**config.mk**
```make
export PLATFORM = sky130hd
export DESIGN_NAME = uart_frame_rx
export DESIGN_NICKNAME = d
export VERILOG_FILES = /design/src/rtl/uart_frame_rx.sv
export SDC_FILE = /design/constraint.sdc
export NUM_CORES = 1
export LEC_CHECK = 0
export CORE_MARGIN = 3
export CORE_UTILIZATION = 45
export DETAILED_ROUTE_END_ITERATION = 10
export SYNTH_ARGS = -nofsm -noshare
export SYNTH_HDL_FRONTEND = slang
export SYNTH_SLANG_ARGS = --single-unit
export TNS_END_PERCENT = 100
```
**constraint.sdc**
```tcl
create_clock -name clk -period 2.52 [get_ports clk]
set_input_delay 0.504 -clock clk [delete_from_list [all_inputs] [get_ports clk]]
set_output_delay 0.504 -clock clk [all_outputs]
set_load 0.02 [all_outputs]
```
**src/rtl/uart_frame_rx.sv**
```systemverilog
// uart_frame_rx
// Byte-to-frame receiver placed directly after a UART receiver. It hunts for a
// start-of-frame marker, then collects a frame of the form
//   SOF_BYTE, LEN, LEN payload bytes, CHK
// into a payload buffer. A frame is valid when (LEN + payload + CHK) mod 256 == 0.
// Verified payload bytes are streamed out on a valid/ready interface; malformed,
// late or overrunning frames are dropped and reported with a one-cycle error
// pulse plus a code.
//
// Optional feature macro: UART_FRAME_TIMEOUT_EN
//   defined   -> inter-byte timeout counter present (TIMEOUT error, code 2)
//   undefined -> no timeout; a partial frame waits indefinitely
//
// Ports:
//   clk           in   system clock, rising edge
//   rst_n         in   asynchronous active-low reset
//   i_RX_DV       in   one-cycle byte strobe from the UART receiver
//   i_RX_Byte     in   [7:0] received byte, valid with i_RX_DV
//   o_Data_Valid  out  payload byte available
//   o_Data_Byte   out  [7:0] current payload byte
//   o_Data_Last   out  current byte is the last of the frame
//   i_Data_Ready  in   consumer ready
//   o_Frame_Ok    out  one-cycle pulse on checksum pass
//   o_Frame_Err   out  one-cycle pulse on any error
//   o_Err_Code    out  [1:0] 0 BADLEN, 1 BADCHK, 2 TIMEOUT, 3 OVERRUN (held)
//   o_State_Dbg   out  [2:0] current FSM state (debug/observability)
//
// Handshake: a payload byte transfers on a rising edge where o_Data_Valid and
// i_Data_Ready are both high. While o_Data_Valid is high and i_Data_Ready low,
// o_Data_Byte and o_Data_Last hold. All stream outputs are registered, so there
// is no combinational path from i_Data_Ready to any output.

module uart_frame_rx #(
  parameter int unsigned MAX_PAYLOAD  = 16,
  parameter logic [7:0]  SOF_BYTE     = 8'hA5,
  parameter int unsigned TIMEOUT_CLKS = 50000
) (
  input  logic       clk,
  input  logic       rst_n,
  input  logic       i_RX_DV,
  input  logic [7:0] i_RX_Byte,
  output logic       o_Data_Valid,
  output logic [7:0] o_Data_Byte,
  output logic       o_Data_Last,
  input  logic       i_Data_Ready,
  output logic       o_Frame_Ok,
  output logic       o_Frame_Err,
  output logic [1:0] o_Err_Code,
  output logic [2:0] o_State_Dbg
);

  localparam int unsigned AW      = (MAX_PAYLOAD > 1) ? $clog2(MAX_PAYLOAD) : 1;
  localparam logic [7:0]  MAX_LEN = 8'(MAX_PAYLOAD);

  localparam logic [1:0] ERR_BADLEN  = 2'd0;
  localparam logic [1:0] ERR_BADCHK  = 2'd1;
  localparam logic [1:0] ERR_TIMEOUT = 2'd2;
  localparam logic [1:0] ERR_OVERRUN = 2'd3;

  typedef enum logic [2:0] {
    ST_HUNT    = 3'd0,
    ST_LEN     = 3'd1,
    ST_PAYLOAD = 3'd2,
    ST_CHECK   = 3'd3,
    ST_DELIVER = 3'd4
  } state_e;

  state_e     state_q;
  logic [7:0] len_q;
  logic [7:0] sum_q;
  logic [7:0] wr_idx_q;
  logic [7:0] rd_idx_q;
  logic [7:0] buf_q [MAX_PAYLOAD];

  logic [7:0] rd_idx_d;
  logic [7:0] sum_d;
  logic [7:0] len_m1;
  logic       handshake;
  logic       timeout_hit;

  assign rd_idx_d    = rd_idx_q + 8'd1;
  assign sum_d       = sum_q + i_RX_Byte;
  assign len_m1      = len_q - 8'd1;
  assign handshake   = o_Data_Valid & i_Data_Ready;
  assign o_State_Dbg = state_q;

`ifdef UART_FRAME_TIMEOUT_EN
  localparam int unsigned TW = $clog2(TIMEOUT_CLKS + 1);
  logic [TW-1:0] to_cnt_q;

  // Counts idle cycles since the last accepted byte; only meaningful while a
  // frame is being assembled (LEN, PAYLOAD, CHECK).
  always_ff @(posedge clk or negedge rst_n) begin
    if (!rst_n) begin
      to_cnt_q <= '0;
    end else if (state_q == ST_HUNT || state_q == ST_DELIVER || i_RX_DV) begin
      to_cnt_q <= '0;
    end else begin
      to_cnt_q <= to_cnt_q + 1'b1;
    end
  end

  assign timeout_hit = (to_cnt_q == TW'(TIMEOUT_CLKS - 1));
`else
  assign timeout_hit = 1'b0;
`endif

  // Payload storage; contents only matter during delivery, so no reset.
  always_ff @(posedge clk) begin
    if (state_q == ST_PAYLOAD && i_RX_DV) begin
      buf_q[wr_idx_q[AW-1:0]] <= i_RX_Byte;
    end
  end

  always_ff @(posedge clk or negedge rst_n) begin
    if (!rst_n) begin
      state_q      <= ST_HUNT;
      len_q        <= '0;
      sum_q        <= '0;
      wr_idx_q     <= '0;
      rd_idx_q     <= '0;
      o_Data_Valid <= 1'b0;
      o_Data_Byte  <= '0;
      o_Data_Last  <= 1'b0;
      o_Frame_Ok   <= 1'b0;
      o_Frame_Err  <= 1'b0;
      o_Err_Code   <= '0;
    end else begin
      o_Frame_Ok  <= 1'b0;
      o_Frame_Err <= 1'b0;
      unique case (state_q)
        ST_HUNT: begin
          if (i_RX_DV && i_RX_Byte == SOF_BYTE) begin
            sum_q   <= '0;
            state_q <= ST_LEN;
          end
        end
        ST_LEN: begin
          if (i_RX_DV) begin
            if (i_RX_Byte == 8'd0 || i_RX_Byte > MAX_LEN) begin
              o_Frame_Err <= 1'b1;
              o_Err_Code  <= ERR_BADLEN;
              state_q     <= ST_HUNT;
            end else begin
              len_q    <= i_RX_Byte;
              sum_q    <= i_RX_Byte;
              wr_idx_q <= '0;
              state_q  <= ST_PAYLOAD;
            end
          end else if (timeout_hit) begin
            o_Frame_Err <= 1'b1;
            o_Err_Code  <= ERR_TIMEOUT;
            state_q     <= ST_HUNT;
          end
        end
        ST_PAYLOAD: begin
          if (i_RX_DV) begin
            sum_q    <= sum_d;
            wr_idx_q <= wr_idx_q + 8'd1;
            if (wr_idx_q == len_m1) begin
              state_q <= ST_CHECK;
            end
          end else if (timeout_hit) begin
            o_Frame_Err <= 1'b1;
            o_Err_Code  <= ERR_TIMEOUT;
            state_q     <= ST_HUNT;
          end
        end
        ST_CHECK: begin
          if (i_RX_DV) begin
            if (sum_d == 8'd0) begin
              // Present the first byte right away so delivery starts the
              // cycle after the CHK strobe.
              o_Frame_Ok   <= 1'b1;
              rd_idx_q     <= '0;
              o_Data_Valid <= 1'b1;
              o_Data_Byte  <= buf_q[0];
              o_Data_Last  <= (len_q == 8'd1);
              state_q      <= ST_DELIVER;
            end else begin
              o_Frame_Err <= 1'b1;
              o_Err_Code  <= ERR_BADCHK;
              state_q     <= ST_HUNT;
            end
          end else if (timeout_hit) begin
            o_Frame_Err <= 1'b1;
            o_Err_Code  <= ERR_TIMEOUT;
            state_q     <= ST_HUNT;
          end
        end
        ST_DELIVER: begin
          // Any incoming byte is dropped here, including on the final
          // handshake cycle, so it is never mistaken for a new SOF.
          if (i_RX_DV) begin
            o_Frame_Err <= 1'b1;
            o_Err_Code  <= ERR_OVERRUN;
          end
          if (handshake) begin
            if (o_Data_Last) begin
              o_Data_Valid <= 1'b0;
              o_Data_Last  <= 1'b0;
              state_q      <= ST_HUNT;
            end else begin
              rd_idx_q    <= rd_idx_d;
              o_Data_Byte <= buf_q[rd_idx_d[AW-1:0]];
              o_Data_Last <= (rd_idx_d == len_m1);
            end
          end
        end
        default: begin
          state_q <= ST_HUNT;
        end
      endcase
    end
  end

endmodule

```
==> results_dict.tcl <==
set metrics [dict create \
    synth_top_area_cell "edfxtp_1" \
    setup_tns_ps -1593 \
    synth_edf_count 128 \
    cp_max_fo 8 \
    cts_root_buffer "clkbuf_16" \
    max-cap-violations 0 \
    rsz0062_at_grt "yes" \
    num_io_pins 29 \
    grt_pass1_wl_um 28670 \
    dieArea_um2 19740 \
    rrSetupSlack_ps -130 \
    min_path_type "in -> async" \
    r2r-start "sum_q[1]" \
    crit_arrival_ps 2980 \
    synth_nets 580 \
    drc 0 \
    layout_common_cells "edfxtp_1, buf_4, dfrtp_1" \
    report.final.slew_viol_count 0 \
    min_period_ps 2666 \
    critPathLaunchType "input port" \
    path_class "in -> reg" \
    finalWirelength_um 17830 \
    power.density_nw_per_um2 793.8 \
    synth_cell_types 68 \
    syn-cell-area_um2 8142 \
    avgSynthCellArea_um2 14.72 \
    cts.clk_slew.worst_paths_ps 70 \
    worstPathCellList "buf_2 -> buf_6 -> ha_1 -> a21o_1 -> and4_4 -> or3_4 -> a2111oi_4 -> nand4bb_4 -> nand2_4 -> mux2_4" \
    cts_tree "done" \
    diodes 0 \
    grt_usage 0.1922 \
    cpMaxStageDelayCell "a2111oi_4" \
    worstRegToRegCells 8 \
    clock_path_buffers 2 \
    status "complete, but fails checks" \
    clk_latency_ps 430 \
    violations "negative setup slack" \
    final.period_utilization 1.058 \
    finalClockSkew_ps 9.216 \
    fin_ws_ps -146.5 \
    synth_seq_cells 177 \
    ant_nets 0 \
    yosysSeqAreaShare 0.6227 \
    die_y_um 140.5 \
    grt_max_degree 50 \
    yosysWarnings 0 \
    fillers 1387 \
    synthArstFlopShare 0.2768 \
    whs_ps 184.3 \
    core_um2 17480 \
    clock-sinks 177 \
    synthDominantCellAreaShare 0.4721 \
    grt_remaining_overflow 0 \
    gp_congestion 0.7987 \
    hold_violations 0 \
    slowest_delay_ps 420 \
    crit_required_ps 2840 \
    layout_commonest_cell "edfxtp_1" \
    r2r_end "o_Data_Byte[0]" \
    tightest_slew_ps 666.6 \
    syn_inst 553 \
    vdd_ir_drop_max_mv 0.4699 \
    slew_headroom 0.5556 \
    numCtsBuffers 17 \
    drt_iter0_drc 309 \
    vias_per_cell 5.579 \
    final_layout_size_suffix_gt1_frac 0.2890 \
    setup_viol 18 \
    synth-main-ff-cell "edfxtp_1" \
    io_buffers 28 \
    firstDrtPassIters 5 \
    antenna_found_initial 0 \
    wl_per_cell_um 20.12 \
    clock.fmax_ghz 0.3750 \
    start_util 0.4659 \
    synthTopCellsByArea "edfxtp_1, dfrtp_1, mux4_2, xnor2_1, mux2_2" \
    worst_setup_path_end_kind "flop" \
    num_rows 48 \
    dpl.hpwl_um 11980 \
    grt_pass1_vias 5089 \
    syn_to_final_growth_pct 22.36 \
    dieWidth_um 140.5 \
    fin_nets 675 \
    p_leak_nw 3.650 \
    vias 4943 \
    h-tree-depth 4 \
]
## sequential cells by signal, indices dropped and copies added, names as in the netlist
signal and count:
o_Frame_Ok 1, o_Data_Byte 8, len_q 8, rd_idx_q 8, sum_q 8, o_Data_Last 1
o_State_Dbg 3, o_Frame_Err 1, wr_idx_q 8, o_Err_Code 2, o_Data_Valid 1, buf_q 128
## cell usage after synthesis (5+ instances only)
master / instances
edfxtp_1: 128
dfrtp_1: 49
nor2_1: 40
mux4_2: 32
nand2_1: 29
xnor2_1: 25
nor3_1: 20
mux2_2: 17
o21ai_0: 17
a21oi_1: 16
clkbuf_1: 16
inv_1: 15
ha_1: 14
xor2_1: 13
mux2i_1: 11
nand3_1: 10
nor2b_1: 7
a221o_1: 6
a31oi_1: 5
## how the worst max path moves through the flow
stage / cells after the start / end / start
floorplan: 10 / o_Data_Last / i_RX_Byte[0]
global placement: 10 / o_Data_Byte[6] / i_RX_Byte[1]
detailed placement: 10 / o_Data_Byte[5] / i_RX_Byte[1]
CTS: 10 / o_Data_Byte[5] / sum_q[0]
global route: 8 / o_Data_Byte[0] / sum_q[1]
finish: 10 / o_Data_Byte[0] / i_RX_Byte[1]
## stage by stage
stage | instances | utilization | total power [mW] | instance area [µm²] | setup WS [ps]
global route | 886 | 0.5700 | 8.318 | 9962 | -230.1
global placement | 849 | 0.5253 | 5.184 | 9181 | -974.7
finish | 886 | 0.5700 | 7.908 | 9962 | -146.5
floorplan | 553 | - | 4.586 | 8190 | -210.5
detailed placement | 849 | 0.5253 | 5.222 | 9181 | -999.1
CTS | 884 | 0.5649 | 7.907 | 9873 | -189.9
## cells by family (layout without fill, tap and decap cells)
group,Yosys count,count (layout),share of synthesized area
flip-flops,177,177,0.6227
AND/OR/NAND/NOR,153,154,0.1027
AO/OA/AOI/OAI,68,68,0.05809
multiplexers,63,63,0.1306
buffers and inverters,39,146,0.02105
XOR/XNOR,38,38,0.04088
adder cells (fa/ha/maj),15,15,0.02397
## layout make-up
type	count	area, µm²	area share
flip-flops and latches	177	5071	0.5090
repair buffers	99	863.3	0.08666
inverters	15	56.30	0.005652
multi-input cells	338	3105	0.3117
well taps	225	281.5	0.02826
clock inverters	13	151.4	0.01520
clock buffers	19	432.9	0.04346
## worst max-delay path: cells and delay by family
kind                     cells  cell delay [ps]
AO/OA/AOI/OAI                2              590
adder cells (fa/ha/maj)      1              280
buffers and inverters        2              300
multiplexers                 1              300
AND/OR/NAND/NOR              4              980
## power by group
group          switching (mW)  total (mW)  internal (mW)
registers               0.219        3.50           3.28
clock network            1.14        2.62           1.48
logic                   0.898        1.78          0.886
## timing repair
action / CTS / global route
cloned: 1 / 0
setup endpoints to repair: 31 / 30
pin swaps: 20 / 7
buffers inserted: 2 / 2
gates resized for setup: 27 / 12
hold buffers: 0 / 0
## per-layer routing
layer  GRT usage  part of all wire  vias up
met5           0                 0        -
met4     0.05252             0.015        0
met3     0.04234             0.040       19
met2      0.3138              0.49       85
met1      0.2624              0.46     2530
li1            -                 -     2309
No activity file was read; power rests on OpenSTA's default activity.
